`config.mk`:
```
export PLATFORM = sky130hd
export DESIGN_NAME = devtbl_walker
export DESIGN_NICKNAME = d
export VERILOG_FILES = /design/src/rtl/devtbl_walker.sv
export SDC_FILE = /design/constraint.sdc
export NUM_CORES = 1
export LEC_CHECK = 0
export ABC_AREA = 1
export BUFFER_PORTS_ARGS = -buffer_cell sky130_fd_sc_hd__clkbuf_2
export CORE_UTILIZATION = 40
export CTS_CLUSTER_DIAMETER = 30
export CTS_CLUSTER_SIZE = 40
export DETAILED_ROUTE_END_ITERATION = 8
export REMOVE_ABC_BUFFERS = 1
export SLEW_MARGIN = 20
export SYNTH_ARGS = -nofsm -noshare
export SYNTH_HDL_FRONTEND = slang
export SYNTH_SLANG_ARGS = --single-unit
```
`constraint.sdc`:
```
create_clock -name clk_i -period 5.9 [get_ports clk_i]
set_input_delay 1.18 -clock clk_i [delete_from_list [all_inputs] [get_ports clk_i]]
set_output_delay 1.18 -clock clk_i [all_outputs]
set_load 0.05 [all_outputs]
```
`src/rtl/devtbl_walker.sv`:
```
// devtbl_walker: PI1 initiator that reads the SoC version and walks the device
// table (id/size word pairs), builds an indexed table of id/base/size/irq and
// afterwards issues devtbl reset commands on behalf of a controller.
module devtbl_walker #(
    parameter int unsigned ARCHBITSZ    = 32,
    parameter int unsigned DEVTBLADDR   = 'h0080,
    parameter int unsigned FIRSTDEVADDR = 0,
    parameter int unsigned MAXDEVS      = 16,
    localparam int unsigned BSEL        = $clog2(ARCHBITSZ/8),
    localparam int unsigned ADDRBITSZ   = ARCHBITSZ - BSEL,
    localparam int unsigned IDXW        = $clog2(MAXDEVS),
    localparam int unsigned CNTW        = IDXW + 1
) (
    input  logic                   clk_i,
    input  logic                   rst_i,
    output logic [1:0]             pi1_op_o,
    output logic [ADDRBITSZ-1:0]   pi1_addr_o,
    output logic [ARCHBITSZ-1:0]   pi1_data_o,
    input  logic [ARCHBITSZ-1:0]   pi1_data_i,
    output logic [ARCHBITSZ/8-1:0] pi1_sel_o,
    input  logic                   pi1_rdy_i,
    output logic                   busy_o,
    output logic                   done_o,
    output logic [ARCHBITSZ-1:0]   version_o,
    output logic [CNTW-1:0]        devcnt_o,
    input  logic [IDXW-1:0]        idx_i,
    output logic [ARCHBITSZ-1:0]   ent_id_o,
    output logic [ADDRBITSZ-1:0]   ent_base_o,
    output logic [ADDRBITSZ-1:0]   ent_sz_o,
    output logic                   ent_irq_o,
    input  logic                   cmd_vld_i,
    input  logic [1:0]             cmd_i,
    output logic                   cmd_ack_o
);

    localparam logic [1:0] OP_NOOP = 2'b00;
    localparam logic [1:0] OP_RD   = 2'b10;
    localparam logic [1:0] OP_RW   = 2'b11;

    localparam logic [ADDRBITSZ-1:0] TBL_ADDR   = ADDRBITSZ'(DEVTBLADDR);
    localparam logic [ADDRBITSZ-1:0] FIRST_BASE = ADDRBITSZ'(FIRSTDEVADDR);
    localparam logic [CNTW-1:0]      LAST_K     = CNTW'(MAXDEVS - 1);

    typedef enum logic [3:0] {
        ST_VERREQ,
        ST_VERRSP,
        ST_IDREQ,
        ST_IDRSP,
        ST_SZREQ,
        ST_SZRSP,
        ST_DONE,
        ST_CMDREQ,
        ST_CMDRSP
    } state_t;

    state_t                 state_q, state_d;
    logic [1:0]             op_q, op_d;
    logic [ADDRBITSZ-1:0]   addr_q, addr_d;
    logic [ARCHBITSZ-1:0]   data_q, data_d;
    logic [ARCHBITSZ-1:0]   version_q, version_d;
    logic [CNTW-1:0]        k_q, k_d;
    logic [ADDRBITSZ-1:0]   base_q, base_d;
    logic [ARCHBITSZ-1:0]   id_q, id_d;
    logic [1:0]             cmd_q, cmd_d;
    logic                   done_q, done_d;
    logic                   busy_q, busy_d;
    logic                   ack_q, ack_d;
    logic                   wr_en;

    // Entry storage; validity is implied by index < k_q, so no reset needed.
    logic [ARCHBITSZ-1:0]   id_mem   [MAXDEVS];
    logic [ADDRBITSZ-1:0]   base_mem [MAXDEVS];
    logic [ADDRBITSZ-1:0]   sz_mem   [MAXDEVS];
    logic                   irq_mem  [MAXDEVS];

    logic [ARCHBITSZ-1:0]   ent_id_q;
    logic [ADDRBITSZ-1:0]   ent_base_q;
    logic [ADDRBITSZ-1:0]   ent_sz_q;
    logic                   ent_irq_q;

    // Size word is a byte count; its word count drops the byte-offset bits.
    logic [ADDRBITSZ-1:0]   rsp_sz;
    logic [ADDRBITSZ-1:0]   id_addr;
    logic [IDXW-1:0]        wr_idx;
    logic                   lk_hit;

    assign rsp_sz  = pi1_data_i[ARCHBITSZ-1:BSEL];
    assign id_addr = TBL_ADDR + (ADDRBITSZ'(k_q) << 1);
    assign wr_idx  = k_q[IDXW-1:0];
    assign lk_hit  = ({1'b0, idx_i} < k_q);

    // State and bus-output registers; all cleared by the asynchronous reset.
    always_ff @(posedge clk_i or negedge rst_i) begin
        if (!rst_i) begin
            state_q   <= ST_VERREQ;
            op_q      <= OP_NOOP;
            addr_q    <= '0;
            data_q    <= '0;
            version_q <= '0;
            k_q       <= '0;
            base_q    <= FIRST_BASE;
            id_q      <= '0;
            cmd_q     <= '0;
            done_q    <= 1'b0;
            busy_q    <= 1'b0;
            ack_q     <= 1'b0;
        end else begin
            state_q   <= state_d;
            op_q      <= op_d;
            addr_q    <= addr_d;
            data_q    <= data_d;
            version_q <= version_d;
            k_q       <= k_d;
            base_q    <= base_d;
            id_q      <= id_d;
            cmd_q     <= cmd_d;
            done_q    <= done_d;
            busy_q    <= busy_d;
            ack_q     <= ack_d;
        end
    end

    // Next-state logic: a REQ state first loads its op, then drops to NOOP
    // once the op is accepted; the matching RSP state waits for rdy to sample.
    always_comb begin
        state_d   = state_q;
        op_d      = op_q;
        addr_d    = addr_q;
        data_d    = data_q;
        version_d = version_q;
        k_d       = k_q;
        base_d    = base_q;
        id_d      = id_q;
        cmd_d     = cmd_q;
        done_d    = done_q;
        ack_d     = 1'b0;
        wr_en     = 1'b0;

        unique case (state_q)
            ST_VERREQ: begin
                if (op_q == OP_NOOP) begin
                    op_d   = OP_RW;
                    addr_d = TBL_ADDR;
                    data_d = '0;
                end else if (pi1_rdy_i) begin
                    op_d    = OP_NOOP;
                    state_d = ST_VERRSP;
                end
            end
            ST_VERRSP: begin
                if (pi1_rdy_i) begin
                    version_d = pi1_data_i;
                    state_d   = ST_IDREQ;
                end
            end
            ST_IDREQ: begin
                if (op_q == OP_NOOP) begin
                    op_d   = OP_RD;
                    addr_d = id_addr;
                    data_d = '0;
                end else if (pi1_rdy_i) begin
                    op_d    = OP_NOOP;
                    state_d = ST_IDRSP;
                end
            end
            ST_IDRSP: begin
                if (pi1_rdy_i) begin
                    if (pi1_data_i == '0) begin
                        done_d  = 1'b1;
                        state_d = ST_DONE;
                    end else begin
                        id_d    = pi1_data_i;
                        state_d = ST_SZREQ;
                    end
                end
            end
            ST_SZREQ: begin
                if (op_q == OP_NOOP) begin
                    op_d   = OP_RD;
                    addr_d = id_addr + 1'b1;
                    data_d = '0;
                end else if (pi1_rdy_i) begin
                    op_d    = OP_NOOP;
                    state_d = ST_SZRSP;
                end
            end
            ST_SZRSP: begin
                if (pi1_rdy_i) begin
                    wr_en  = 1'b1;
                    base_d = base_q + rsp_sz;
                    k_d    = k_q + 1'b1;
                    if (k_q == LAST_K) begin
                        done_d  = 1'b1;
                        state_d = ST_DONE;
                    end else begin
                        state_d = ST_IDREQ;
                    end
                end
            end
            ST_DONE: begin
                // Skip the cycle right after an ack so a still-held request
                // is not taken a second time.
                if (cmd_vld_i && !ack_q) begin
                    cmd_d   = cmd_i;
                    state_d = ST_CMDREQ;
                end
            end
            ST_CMDREQ: begin
                if (op_q == OP_NOOP) begin
                    op_d   = OP_RW;
                    addr_d = TBL_ADDR + 1'b1;
                    data_d = ARCHBITSZ'(cmd_q);
                end else if (pi1_rdy_i) begin
                    op_d    = OP_NOOP;
                    state_d = ST_CMDRSP;
                end
            end
            ST_CMDRSP: begin
                if (pi1_rdy_i) begin
                    ack_d   = 1'b1;
                    state_d = ST_DONE;
                end
            end
            default: begin
                state_d = ST_VERREQ;
            end
        endcase

        busy_d = (state_d != ST_DONE);
    end

    // Entry write, in the same edge that advances the entry counter.
    always_ff @(posedge clk_i) begin
        if (wr_en) begin
            id_mem[wr_idx]   <= id_q;
            base_mem[wr_idx] <= base_q;
            sz_mem[wr_idx]   <= rsp_sz;
            irq_mem[wr_idx]  <= pi1_data_i[0];
        end
    end

    // Registered lookup; indices beyond the valid count read as zero.
    always_ff @(posedge clk_i or negedge rst_i) begin
        if (!rst_i) begin
            ent_id_q   <= '0;
            ent_base_q <= '0;
            ent_sz_q   <= '0;
            ent_irq_q  <= 1'b0;
        end else if (lk_hit) begin
            ent_id_q   <= id_mem[idx_i];
            ent_base_q <= base_mem[idx_i];
            ent_sz_q   <= sz_mem[idx_i];
            ent_irq_q  <= irq_mem[idx_i];
        end else begin
            ent_id_q   <= '0;
            ent_base_q <= '0;
            ent_sz_q   <= '0;
            ent_irq_q  <= 1'b0;
        end
    end

    assign pi1_op_o   = op_q;
    assign pi1_addr_o = addr_q;
    assign pi1_data_o = data_q;
    assign pi1_sel_o  = '1;
    assign busy_o     = busy_q;
    assign done_o     = done_q;
    assign version_o  = version_q;
    assign devcnt_o   = k_q;
    assign ent_id_o   = ent_id_q;
    assign ent_base_o = ent_base_q;
    assign ent_sz_o   = ent_sz_q;
    assign ent_irq_o  = ent_irq_q;
    assign cmd_ack_o  = ack_q;

endmodule

```
# [Word-level counts from Yosys, hierarchy flattened]
# Memories as Yosys holds them, arrays and structs flattened.
# Cells that the tools add are included.
[totals] memories=4 ramBits=1488 in_bits=42 elab_cells=106 ff_bits=265
[op_classes] muxes=42 bitwise_logic=1 n_lt_le_gt_ge=1 eq_ne=19 add_sub_neg=4 n_reduce_logical=19
[mem_list] name="id_mem" words=16 word_bits=32 rd=1 rd_ports_with_merged_regs=0 wr=1 line_no="71" source="logic [ARCHBITSZ-1:0] id_mem [MAXDEVS];"
[mem_list] name="base_mem" words=16 word_bits=30 rd=1 rd_ports_with_merged_regs=0 wr=1 line_no="72" source="logic [ADDRBITSZ-1:0] base_mem [MAXDEVS];"
[mem_list] name="sz_mem" words=16 word_bits=30 rd=1 rd_ports_with_merged_regs=0 wr=1 line_no="73" source="logic [ADDRBITSZ-1:0] sz_mem [MAXDEVS];"
[mem_list] name="irq_mem" words=16 word_bits=1 rd=1 rd_ports_with_merged_regs=0 wr=1 line_no="74" source="logic irq_mem [MAXDEVS];"
[op_table] operator="2-to-1 mux 30 bit" n=6
[op_table] operator="case mux 30 bit (4 select lines)" n=1
[op_table] operator="2-to-1 mux 32 bit" n=3
[op_table] operator="case mux 32 bit (2 select lines)" n=1
[op_table] operator="2-to-1 mux 4 bit" n=13
[op_table] operator="case mux 4 bit (9 select lines)" n=1
[op_table] operator="zero test 32 bit" n=1
[op_table] operator="adder 30 bit" n=1
[op_table] operator="== test 4 x 3 -> 1 bit (second input constant)" n=4
[op_table] operator="!= test 2 bit (second input constant)" n=8
[op_table] operator="adder 9 x 1 -> 10 bit (second input constant)" n=1
[op_table] operator="2-to-1 mux 1 bit" n=10
[op_table] operator="AND reduction 5 bit" n=2
[op_table] operator="adder 8 x 6 -> 9 bit (first input constant)" n=1
[op_table] operator="== test 4 x 2 -> 1 bit (second input constant)" n=2
[op_table] operator="2-to-1 mux 2 bit" n=4
[op_table] operator="AND reduction 2 bit" n=3
[op_table] operator="AND reduction 3 bit" n=2
[op_table] operator="nonzero test 2 bit" n=3
[op_table] operator="adder 5 x 1 -> 5 bit (second input constant)" n=1
[op_table] operator="== test 5 x 4 -> 1 bit (second input constant)" n=1
[op_table] operator="< comparator 4 x 5 -> 1 bit" n=1
[op_table] operator="== test 4 x 1 -> 1 bit (second input constant)" n=1
[op_table] operator="== test 4 bit (second input constant)" n=1
[op_table] operator="13 further kinds" n=14

# [Depth between registers and ports, before layout]
[logic_depth] depth_word=5 mapped_depth=13

# [Worst setup path before layout]
# No wires, ideal clock.
[synth_path] path_kind="input port to flip-flop" start="in pi1_rdy_i" end="mem base_mem[11][0] (netlist name), enable pin" n_path_buf=2 setup_time_ns=0.546 t_required_ns=5.354 arrival_time_ns=5.716 stages=6 setup_slack_ns=-0.362 cell_sequence="buf_4 inv_1 nor2_1 buf_4 nand2_1 nor2_1"
[synth_via] elab_chain_cells=4
[synth_lines] element="from (decl)" line_no="21" source="input logic pi1_rdy_i,"
[synth_lines] element="2-to-1 mux 1 bit" line_no="188" source="if (pi1_rdy_i) begin"
[synth_lines] element="2-to-1 mux 1 bit" line_no="139" source="unique case (state_q)"
[synth_lines] element="2-to-1 mux 1 bit" line_no="234" source="if (wr_en) begin"
[synth_lines] element="2-to-1 mux 1 bit (implied by the code)" line_no="236" source="base_mem[wr_idx] <= base_q;"
[synth_lines] element="to (decl)" line_no="72"
# Every way passes these cells.

# [Worst setup path in the final report]
[layout_path] start="reg state_q[0]" end="mem id_mem[10][30], enable pin"
[layout_via] elab_chain_cells=4
[layout_lines] element="from (decl)" line_no="56" source="state_t state_q, state_d;"
[layout_lines] element="from (signal assigned)" line_no="108" source="state_q <= state_d;"
[layout_lines] element="== test 4 x 3 -> 1 bit" line_no="139"
[layout_lines] element="2-to-1 mux 1 bit" line_no="139"
[layout_lines] element="2-to-1 mux 1 bit" line_no="234"
[layout_lines] element="2-to-1 mux 1 bit (implied by the code)" line_no="235" source="id_mem[wr_idx] <= id_q;"
[layout_lines] element="to (decl)" line_no="71"
# Every way passes these cells.

==> results.md <==
- Worst R2R End: id_mem[10][30]
- Clock Power Share: a little under half
- Horiz. Die Dim: between 400 and 500 µm
- Post-synth EDFFs: ~1.5k
- Syn Area/Cell: roughly 12 µm²
- Vias/cell: about 5.6
- GRT Total Usage: between 20% and 30%
- TritonCTS buffer count: around 330
- Clock Pin Slew Worst Setup and Hold Paths: ~0.05 ns
- Async SR Flop Fraction: ~12%
- Critical Setup Path Class: register to register
- Vias in the first global route: ~45k
- Core Util, Final: 48.5%
- RSZ-0062 raised after global routing: no
- Ports: approximately 240
- Hold Buf Count CTS: 0
- Slew Viols, Final: 0
- Setup bufs post-CTS: 0
- Sw power: around 0.012 W
- Post-route ant nets: 0
- Worst min-delay path class: input port to asynchronous set/reset pin
- Logic gate share of total power: a little over an eighth
- Fillers: roughly 14k
- First-pass GRT wire length: 294000 µm
- CP required: 6.41 ns
- Fin Setup TNS: 0 ns
- Initial core utilization: 40.4%
- Fmax: 0.304 GHz
- Synth cell types: 50
- Core area: around 170000 µm²
- Antenna violations before repair: 8
- WP buf/inv: 2
- Cell count after synthesis: approximately 5.5k
- Worst r2r src: state_q[0]
- Tcrit/Tclk final: 55.7%
- Max stage delay on crit path: between 0.7 and 0.8 ns
- Internal power: 0.0282 W
- Setup Skew: approximately 0.053 ns
- Critical-path top delay cell: nor2_4
- Crit. End Element: register
- Htree depth: 5
- Max-Cap Viols: 0
- Switching share of power: between 20% and 30%
- Endpoints failing setup: 0
- Final hold vios: 0
- Critical Path Most Common Cell: nand2_1
- WL/cell: around 24 µm
- Synthesized flop and latch total: around 1.7k
- Clock Sinks: roughly 1.7k
- HPWL after DPL: between 90000 and 100000 µm
- Worst setup SP type: register
- Post-CTS resize count: 0
- Crit-path cells: inv_2 > nor2_1 > nand2_1 > nor2_2 > nand2_1 > nor2_4 > buf_12
- Crit path max fanout: 50
- Sequential share of power: around two fifths
- Share of cells above drive strength 1: about 14%
- Global placer's final weighted congestion: just under 0.9
- R2R depth: 7
- Die Y: approximately 420 µm
- Vias: around 46k
- Placement row count: approximately 150
- Register area share after synthesis: 72.9%
- Synth Flop Type: edfxtp_1
- Worst ir drop on vdd: roughly 0.25 mV
- Largest net degree at the start of global routing: between 200 and 300
- Pwr/cell area: roughly 490 nW/µm²
- Post-Syn Area: around 70000 µm²
- Critical Path AT: 3.79 ns
- Yosys Warn Count: 0
- Relative slew slack: between 20% and 30%
- Leakage: around 31 nW
- Area grow syn2layout: 20.1%
- Status: complete, no violations
- # port buffers: roughly 190
- Maximum root-to-sink buffer count: 4
- Die ar.: between 150000 and 200000 µm²
- CP top delay family: simple AND/OR/NAND/NOR gates
- Total gr overflow: 0
- Clk_lat worst skew: about 0.9 ns
- Worst slew pin tran: roughly 1.1 ns
- CTS tree: yes
- R2r setup slk: between 2 and 3 ns
- WL final: ~200000 µm
- Residual DRC: 0
- CTS Root Cell: clkbuf_16
- Final #Nets: about 5.9k
- Fin crit period: ~3.3 ns
- First-pass DRT Iterations: 6
- DRT iter0 DRCs: roughly 4.8k
[worst max-delay path by stage]
stage / from / to / slack, ns / depth (start not counted)
2_1_floorplan: idx_i[1] / ent_sz_o[28] / -1.76 / 5
3_3_place_gp: pi1_data_i[5] / id_q[6] / 1.93 / 8
3_5_place_dp: pi1_data_i[5] / id_q[30] / 1.86 / 8
4_1_cts: state_q[0] / id_mem[10][27] / 2.63 / 7
5_1_grt: state_q[0] / id_mem[10][27] / 2.48 / 7
6_report: state_q[0] / id_mem[10][30] / 2.61 / 7
[power by group through the flow]
| stage | Sequential [W] | Combinational, W | Clock, W |
|---|---|---|---|
| 3_5_place_dp | 0.0165 | 0.00523 | 0 |
| 4_1_cts | 0.0163 | 0.00525 | 0.0186 |
| 5_1_grt | 0.0164 | 0.00568 | 0.0192 |
| 3_3_place_gp | 0.0165 | 0.00518 | 0 |
| 2_1_floorplan | 0.0170 | 0.00221 | 0 |
| 6_report | 0.0163 | 0.00525 | 0.0185 |
[placed cells by master, fill, tap and decap left out, types with 56 or more instances in the layout]
master	n
nand2_1	1645
edfxtp_1	1488
a21oi_1	550
nand3_1	450
clkbuf_16	336
a22oi_1	264
dfrtp_1	212
clkbuf_2	180
inv_1	143
a31oi_1	92
nor2_1	66
o21ai_0	57
conb_1	57
buf_4	56
[synthesized netlist by cell type, types with 3 or more instances]
library cell  number  area (µm²)
ha_1              37         463
o221ai_1           5        43.8
nand2_1         1645        6170
o21bai_1           3        22.5
xor2_1             5        43.8
clkbuf_1          59         221
nand3_1          451        2260
dfrtp_1          212        5310
nor2_1            83         312
nand4_1           12        75.1
buf_2            158         791
o21ai_1           33         165
nand3b_1          11        82.6
inv_1            146         548
o31ai_1            5        37.5
a21oi_1          550        2750
o21a_1             3        22.5
nor3_1             6        30.0
a22oi_1          264        1980
buf_4            105         788
clkbuf_2           3        15.0
edfxtp_1        1488       44700
buf_1             31         116
buf_8              4        60.1
o21ai_0           57         285
a31oi_1           92         576
xnor2_1            8        70.1
buf_6             32         360
[layer usage]
metal | vias to the layer above | GRT usage (%) | routed length, µm
met3 | 339 | 4.12 | 15100
met1 | 23100 | 30.4 | 82400
met5 | - | 0 | 22
met4 | 4 | 8.77 | 6450
met2 | 2095 | 36.9 | 96100
li1 | 20400 | - | -
[state kept, by name, indices dropped and copies added, names as in the netlist]
signal      cells
id_mem        512
base_mem      480
sz_mem        480
ent_id_o       32
id_q           32
version_o      32
base_q         30
ent_base_o     30
ent_sz_o       30
irq_mem        16
pi1_addr_o      7
devcnt_o        5
state_q         4
cmd_q           2
pi1_data_o      2
pi1_op_o        2
busy_o          1
cmd_ack_o       1
done_o          1
ent_irq_o       1
[through the flow]
step / std cells / setup WS, ns / cell area, µm² / total power (W) / hold slack, ns
3_3_place_gp: 7688 / 1.93 / 71300 / 0.0217 / 0.448
6_report: 8272 / 2.61 / 82300 / 0.0400 / 0.137
4_1_cts: 8270 / 2.63 / 82300 / 0.0402 / 0.100
3_5_place_dp: 7688 / 1.86 / 71300 / 0.0217 / 0.468
2_1_floorplan: 5198 / -1.76 / 66300 / 0.0192 / 0.470
5_1_grt: 8272 / 2.48 / 82300 / 0.0412 / 0.119
[cells by family after synthesis]
| family | Yosys count | synth area share [%] |
|---|---|---|
| other | 2 | 0.0110 |
| adder cells (fa/ha/maj) | 38 | 0.704 |
| buffers and inverters | 547 | 4.36 |
| flip-flops | 1700 | 72.9 |
| multiplexers | 2 | 0.0328 |
| AO/OA/AOI/OAI | 1016 | 8.63 |
| XOR/XNOR | 13 | 0.166 |
| AND/OR/NAND/NOR | 2222 | 13.2 |
[final cells by class]
cell class                 instances  area, µm²  share of cell area, %
sequential                      1700      50000                   60.7
clock inverter                   195       2290                   2.79
inverter                         150        609                  0.740
multi-input combinational       3348      15900                   19.3
timing repair buffer             272       2010                   2.44
antenna                            2       5.00                0.00608
tap                             2218       2780                   3.37
clock buffer                     387       8730                   10.6
Note: power is estimated with default switching activity, not from simulation.
